$ cat src/rtl/cbuf_frame_reader.sv
// Read-side sequencer for the circular capture buffer: sweeps relative addresses oldest-first
// and streams samples on ready/valid. Define CBUF_READER_DECIM_EN to step addresses by DECIM.
module cbuf_frame_reader #(
    parameter int BUFFER_LEN = 800,
    parameter int ADDR_W     = 10,
    parameter int DATA_W     = 12,
    parameter int RAM_LAT    = 2
`ifdef CBUF_READER_DECIM_EN
    ,
    parameter int DECIM      = 2
`endif
) (
    input  logic              r_clk,
    input  logic              rst_n,
    input  logic              start,
    input  logic              abort,
    output logic [ADDR_W-1:0] relative_addr,
    input  logic [DATA_W-1:0] ram_data,
    output logic [DATA_W-1:0] out_data,
    output logic              out_valid,
    input  logic              out_ready,
    output logic              out_last,
    output logic              busy,
    output logic              done,
    output logic [1:0]        dbg_state
);

`ifdef CBUF_READER_DECIM_EN
    localparam int STEP = DECIM;
`else
    localparam int STEP = 1;
`endif
    localparam int DEPTH = RAM_LAT + 2;
    localparam int PTR_W = (DEPTH > 1) ? $clog2(DEPTH) : 1;
    localparam int CNT_W = $clog2(DEPTH + 1);
    localparam logic [CNT_W:0]  DEPTH_C = (CNT_W + 1)'(DEPTH);
    localparam logic [ADDR_W:0] LEN_C   = (ADDR_W + 1)'(BUFFER_LEN);
    localparam logic [ADDR_W:0] STEP_C  = (ADDR_W + 1)'(STEP);

    typedef enum logic [1:0] {
        S_IDLE  = 2'd0,
        S_RUN   = 2'd1,
        S_DRAIN = 2'd2
    } state_t;

    state_t              state_q, state_d;
    logic [ADDR_W-1:0]   addr_q, addr_d;
    logic [RAM_LAT-1:0]  pipe_v_q, pipe_v_d;
    logic [RAM_LAT-1:0]  pipe_l_q, pipe_l_d;
    logic [DATA_W:0]     mem_q [DEPTH];
    logic [DATA_W:0]     mem_d [DEPTH];
    logic [PTR_W-1:0]    wr_ptr_q, wr_ptr_d;
    logic [PTR_W-1:0]    rd_ptr_q, rd_ptr_d;
    logic [CNT_W-1:0]    occ_q, occ_d;
    logic                done_q, done_d;

    logic [CNT_W-1:0]    infl_cnt;
    logic [CNT_W:0]      credit_sum;
    logic [ADDR_W:0]     addr_next_wide;
    logic                is_last_addr;
    logic                issue;
    logic                push;
    logic                pop;
    logic [DATA_W:0]     head;

    // Handshake: a beat transfers on any posedge where out_valid && out_ready; while out_valid
    // is high and out_ready low, the head entry (out_data, out_last) is not changed.
    assign head          = mem_q[rd_ptr_q];
    assign out_valid     = (occ_q != '0);
    assign out_data      = head[DATA_W-1:0];
    assign out_last      = out_valid & head[DATA_W];
    assign relative_addr = addr_q;
    assign busy          = (state_q != S_IDLE);
    assign done          = done_q;
    assign dbg_state     = state_q;

    always_comb begin
        infl_cnt = '0;
        for (int i = 0; i < RAM_LAT; i++) begin
            infl_cnt = infl_cnt + CNT_W'(pipe_v_q[i]);
        end
        credit_sum     = {1'b0, occ_q} + {1'b0, infl_cnt};
        addr_next_wide = {1'b0, addr_q} + STEP_C;
        is_last_addr   = (addr_next_wide >= LEN_C);
        // Reads in flight are counted against FIFO space so the FIFO can never overflow.
        issue          = (state_q == S_RUN) && (credit_sum < DEPTH_C);
        push           = pipe_v_q[RAM_LAT-1];
        pop            = out_valid && out_ready;
    end

    always_comb begin
        state_d  = state_q;
        addr_d   = addr_q;
        done_d   = 1'b0;
        mem_d    = mem_q;
        wr_ptr_d = wr_ptr_q;
        rd_ptr_d = rd_ptr_q;
        occ_d    = occ_q;

        pipe_v_d    = '0;
        pipe_l_d    = '0;
        pipe_v_d[0] = issue;
        pipe_l_d[0] = issue && is_last_addr;
        for (int i = 1; i < RAM_LAT; i++) begin
            pipe_v_d[i] = pipe_v_q[i-1];
            pipe_l_d[i] = pipe_l_q[i-1];
        end

        if (push) begin
            mem_d[wr_ptr_q] = {pipe_l_q[RAM_LAT-1], ram_data};
            wr_ptr_d = (wr_ptr_q == PTR_W'(DEPTH - 1)) ? '0 : wr_ptr_q + PTR_W'(1);
        end
        if (pop) begin
            rd_ptr_d = (rd_ptr_q == PTR_W'(DEPTH - 1)) ? '0 : rd_ptr_q + PTR_W'(1);
        end
        case ({push, pop})
            2'b10:   occ_d = occ_q + CNT_W'(1);
            2'b01:   occ_d = occ_q - CNT_W'(1);
            default: occ_d = occ_q;
        endcase

        case (state_q)
            S_IDLE: begin
                if (start) begin
                    state_d = S_RUN;
                    addr_d  = '0;
                end
            end
            S_RUN: begin
                if (issue) begin
                    if (is_last_addr) state_d = S_DRAIN;
                    else              addr_d  = addr_next_wide[ADDR_W-1:0];
                end
            end
            S_DRAIN: begin
                if (pop && out_last) begin
                    state_d = S_IDLE;
                    done_d  = 1'b1;
                end
            end
            default: state_d = S_IDLE;
        endcase

        // Abort discards everything buffered or in flight; the address register just holds.
        if (abort && (state_q != S_IDLE)) begin
            state_d  = S_IDLE;
            done_d   = 1'b1;
            pipe_v_d = '0;
            pipe_l_d = '0;
            wr_ptr_d = '0;
            rd_ptr_d = '0;
            occ_d    = '0;
        end
    end

    always_ff @(posedge r_clk) begin
        if (!rst_n) begin
            state_q  <= S_IDLE;
            addr_q   <= '0;
            pipe_v_q <= '0;
            pipe_l_q <= '0;
            wr_ptr_q <= '0;
            rd_ptr_q <= '0;
            occ_q    <= '0;
            done_q   <= 1'b0;
            for (int i = 0; i < DEPTH; i++) begin
                mem_q[i] <= '0;
            end
        end else begin
            state_q  <= state_d;
            addr_q   <= addr_d;
            pipe_v_q <= pipe_v_d;
            pipe_l_q <= pipe_l_d;
            wr_ptr_q <= wr_ptr_d;
            rd_ptr_q <= rd_ptr_d;
            occ_q    <= occ_d;
            done_q   <= done_d;
            for (int i = 0; i < DEPTH; i++) begin
                mem_q[i] <= mem_d[i];
            end
        end
    end

endmodule

$ cat config.mk
export PLATFORM = sky130hd
export DESIGN_NAME = cbuf_frame_reader
export DESIGN_NICKNAME = d
export VERILOG_FILES = /design/src/rtl/cbuf_frame_reader.sv
export SDC_FILE = /design/constraint.sdc
export NUM_CORES = 1
export LEC_CHECK = 0
export CORE_MARGIN = 2
export CORE_UTILIZATION = 35
export CTS_BUF_LIST = sky130_fd_sc_hd__clkbuf_4 sky130_fd_sc_hd__clkbuf_8
export DETAILED_ROUTE_END_ITERATION = 16
export GPL_TIMING_DRIVEN = 0
export HOLD_SLACK_MARGIN = 0.1
export PLACE_DENSITY_LB_ADDON = 0.1
export SYNTH_ARGS = -nofsm -noshare
export SYNTH_HDL_FRONTEND = slang
export SYNTH_SLANG_ARGS = --single-unit
$ cat constraint.sdc
create_clock -name r_clk -period 2.4 [get_ports r_clk]
set_input_delay 0.72 -clock r_clk [delete_from_list [all_inputs] [get_ports r_clk]]
set_output_delay 0.72 -clock r_clk [all_outputs]
set_load 0.03 [all_outputs]
==> results.json <==
{
  "fin_nets": 489,
  "syn_inst": 403,
  "syn-cell-area_um2": 3430,
  "rsz0062_at_grt": "true",
  "hpwl_mm": 6.13,
  "post_drt_wl_per_cell_um": 14.8,
  "synth_nets": 430,
  "fp.dieH_um": 103,
  "setup_viol": 1,
  "first_iter_violations": 149,
  "ctsHoldBuffers": 0,
  "fmax_ghz": 0.416,
  "num_io_pins": 45,
  "slowest_stage": "mux4_2",
  "crit_fanout": 5,
  "cts-buffers-inserted": 9,
  "grt_pass1_wl_mm": 14.4,
  "critical-path-max-stage-delay_ns": 0.54,
  "vias_per_cell": 5.00,
  "worst_pin_slew_ns": 0.632,
  "grt_max_degree": 14,
  "rows": 36,
  "crit_path_start_kind": "flip-flop",
  "multi_input_area_um2": 1790,
  "die_area_um2": 10600,
  "ys_types": 45,
  "clk_latency_ns": 0.35,
  "area_growth_pct": 29.0,
  "synth_ff_type": "dfxtp_1",
  "cts_root_buffer": "clkbuf_8",
  "cp-end-kind": "output pin",
  "initial_core_util": 0.356,
  "hold_viol": 0,
  "crit_type": "reg2out",
  "min_path_type": "reg2reg",
  "failed_checks": "setup timing",
  "drt-pass1-iter-count": 4,
  "ys_ff_latch": 76,
  "min_period_over_period": 1.00,
  "async_reset_ff_frac": 0,
  "max-vdd-ir-drop_uv": 271,
  "port_buffers": 43,
  "grt.total_usage": 0.177,
  "slew_viol_final": 0,
  "p_leak_nw": 1.56,
  "maxCapViolations": 0,
  "drc": 0,
  "clockBufferDepth": 2,
  "fp.coreArea_um2": 9640,
  "final_core_util": 0.459,
  "overflow": 0,
  "synth_edf_count": 0,
  "max_slew_margin": 0.579,
  "antenna_left": 0,
  "cts_sinks": 76,
  "status": "complete, but fails checks",
  "num_vias": 3001,
  "grt_pass1_vias": 2828,
  "setup_tns_ns": -0.00512,
  "globalplace.congestion": 0.798,
  "skew_ns": 0.0160,
  "htree_levels": 3,
  "yosysWarnings": 0,
  "cp_cell_sequence": "clkbuf_16 > mux4_2 > and2_4 > buf_6",
  "cts_tree": "yes",
  "antennaDiodeCount": 0,
  "power_density_nw_per_um2": 637,
  "antenna_found_initial": 0,
  "seqCellArea_um2": 1530,
  "yosysSeqAreaShare": 0.443,
  "drive_gt1_frac": 0.150,
  "routed_wl_mm": 8.89,
  "required_ns": 1.68,
  "die_w_um": 103,
  "arrival_ns": 1.69,
  "period_needed_ns": 2.41,
  "nFillCells": 991,
  "finalPower_mw": 2.82,
  "syn_avg_cell_area_um2": 8.51,
  "clk_pin_slew_ns": 0.09,
  "fin_ws_ns": -0.00512
}
## placed cells by master (no fill, tap or decap), drive strengths merged, types with 3 or more instances in the layout
cell type	synthesis	layout
and3	5	5
inv	11	12
and2	6	6
clkdlybuf4s50	0	28
dfxtp	76	76
nand2	119	119
nor3	5	5
clkbuf	15	25
a21oi	65	65
buf	8	25
a31oi	7	7
bufinv	0	4
mux4	13	13
a31o	3	3
nand3	12	12
nor2	11	11
a41oi	4	4
ha	9	9
## per-stage QoR
stage | hold WS (ns) | setup slack, ns | instance area, µm² | cells
detailed placement | 0.447 | -0.677 | 4030 | 579
global route | 0.472 | -0.0647 | 4430 | 600
floorplan | 0.433 | 0.0749 | 3430 | 403
finish | 0.454 | -0.00512 | 4430 | 600
global placement | 0.439 | -0.675 | 4030 | 579
CTS | 0.458 | -0.0175 | 4390 | 599
## cell usage after synthesis, types with 3 or more instances
cell type | instances | share of area
buf_1 | 4 | 0.0044
nor3_1 | 5 | 0.0073
a21oi_1 | 65 | 0.095
inv_1 | 10 | 0.011
ha_1 | 9 | 0.033
and3_1 | 5 | 0.0091
buf_2 | 3 | 0.0044
nor2_1 | 11 | 0.012
nand3_1 | 10 | 0.015
a31oi_1 | 7 | 0.013
a41oi_1 | 4 | 0.010
clkbuf_1 | 15 | 0.016
dfxtp_1 | 76 | 0.44
a31o_2 | 3 | 0.0077
and2_1 | 6 | 0.011
mux4_2 | 13 | 0.085
nand2_1 | 119 | 0.13
## state kept, by name, summed over array words and instances (netlist names)
register	cells
mem_q	52
pipe_v_q	2
rd_ptr_q	2
dbg_state	2
done	1
occ_q	3
relative_addr	10
wr_ptr_q	2
pipe_l_q	2
## power by group
group	switching, mW	internal, mW
Clock	0.487	0.810
Sequential	0.0142	1.27
Combinational	0.136	0.101
## cell families (layout without fill, tap and decap cells)
logic type      count (synthesis)  count (layout)  share of synthesized area
simple gates                  173             173                      0.223
compound gates                 93              93                      0.159
flops                          76              76                      0.443
mux                            14              14                     0.0883
fa+ha+maj                      10              10                     0.0387
buf+inv                        34              98                     0.0405
xor+xnor                        3               3                    0.00766
## critical path, delay by kind of cell, from the launching register on
| family | cells | cell delay, ns |
|---|---|---|
| multiplexers | 1 | 0.54 |
| flip-flops | 1 | 0.35 |
| buffers and inverters | 2 | 0.27 |
| AND/OR/NAND/NOR | 1 | 0.17 |
## layout make-up
| type | count | share of cell area |
|---|---|---|
| buffer | 23 | 0.0342 |
| clock buffer | 10 | 0.0297 |
| clock inverter | 6 | 0.0302 |
| inverter | 11 | 0.00933 |
| multi-input combinational | 293 | 0.404 |
| sequential | 76 | 0.345 |
| tap | 133 | 0.0376 |
| timing repair buffer | 48 | 0.110 |
## layer usage
metal	routed length, µm	global-route usage	vias up
met4	87	0.0354	0
met3	418	0.0454	6
met1	4300	0.247	1415
met5	0	0	-
li1	-	-	1524
met2	4090	0.279	56
## what timing repair did
item,4_1_cts,5_1_grt
resized for setup,100,12
setup endpoints to repair,20,21
gates cloned,1,0
hold endpoints to repair,0,0
pin swaps,1,0
setup buffers,3,1
## final timing paths
kind | slack, ns | depth (start not counted) | startpoint | end
min | 0.45 | 2 | mem_q[22] | mem_q[22]
max reg2reg | 0.13 | 8 | relative_addr[1] | relative_addr[4]
min reg2reg | 0.45 | 2 | mem_q[22] | mem_q[22]
max | -0.005 | 4 | rd_ptr_q[0] | out_last
Note: power is estimated with default switching activity, not from simulation.
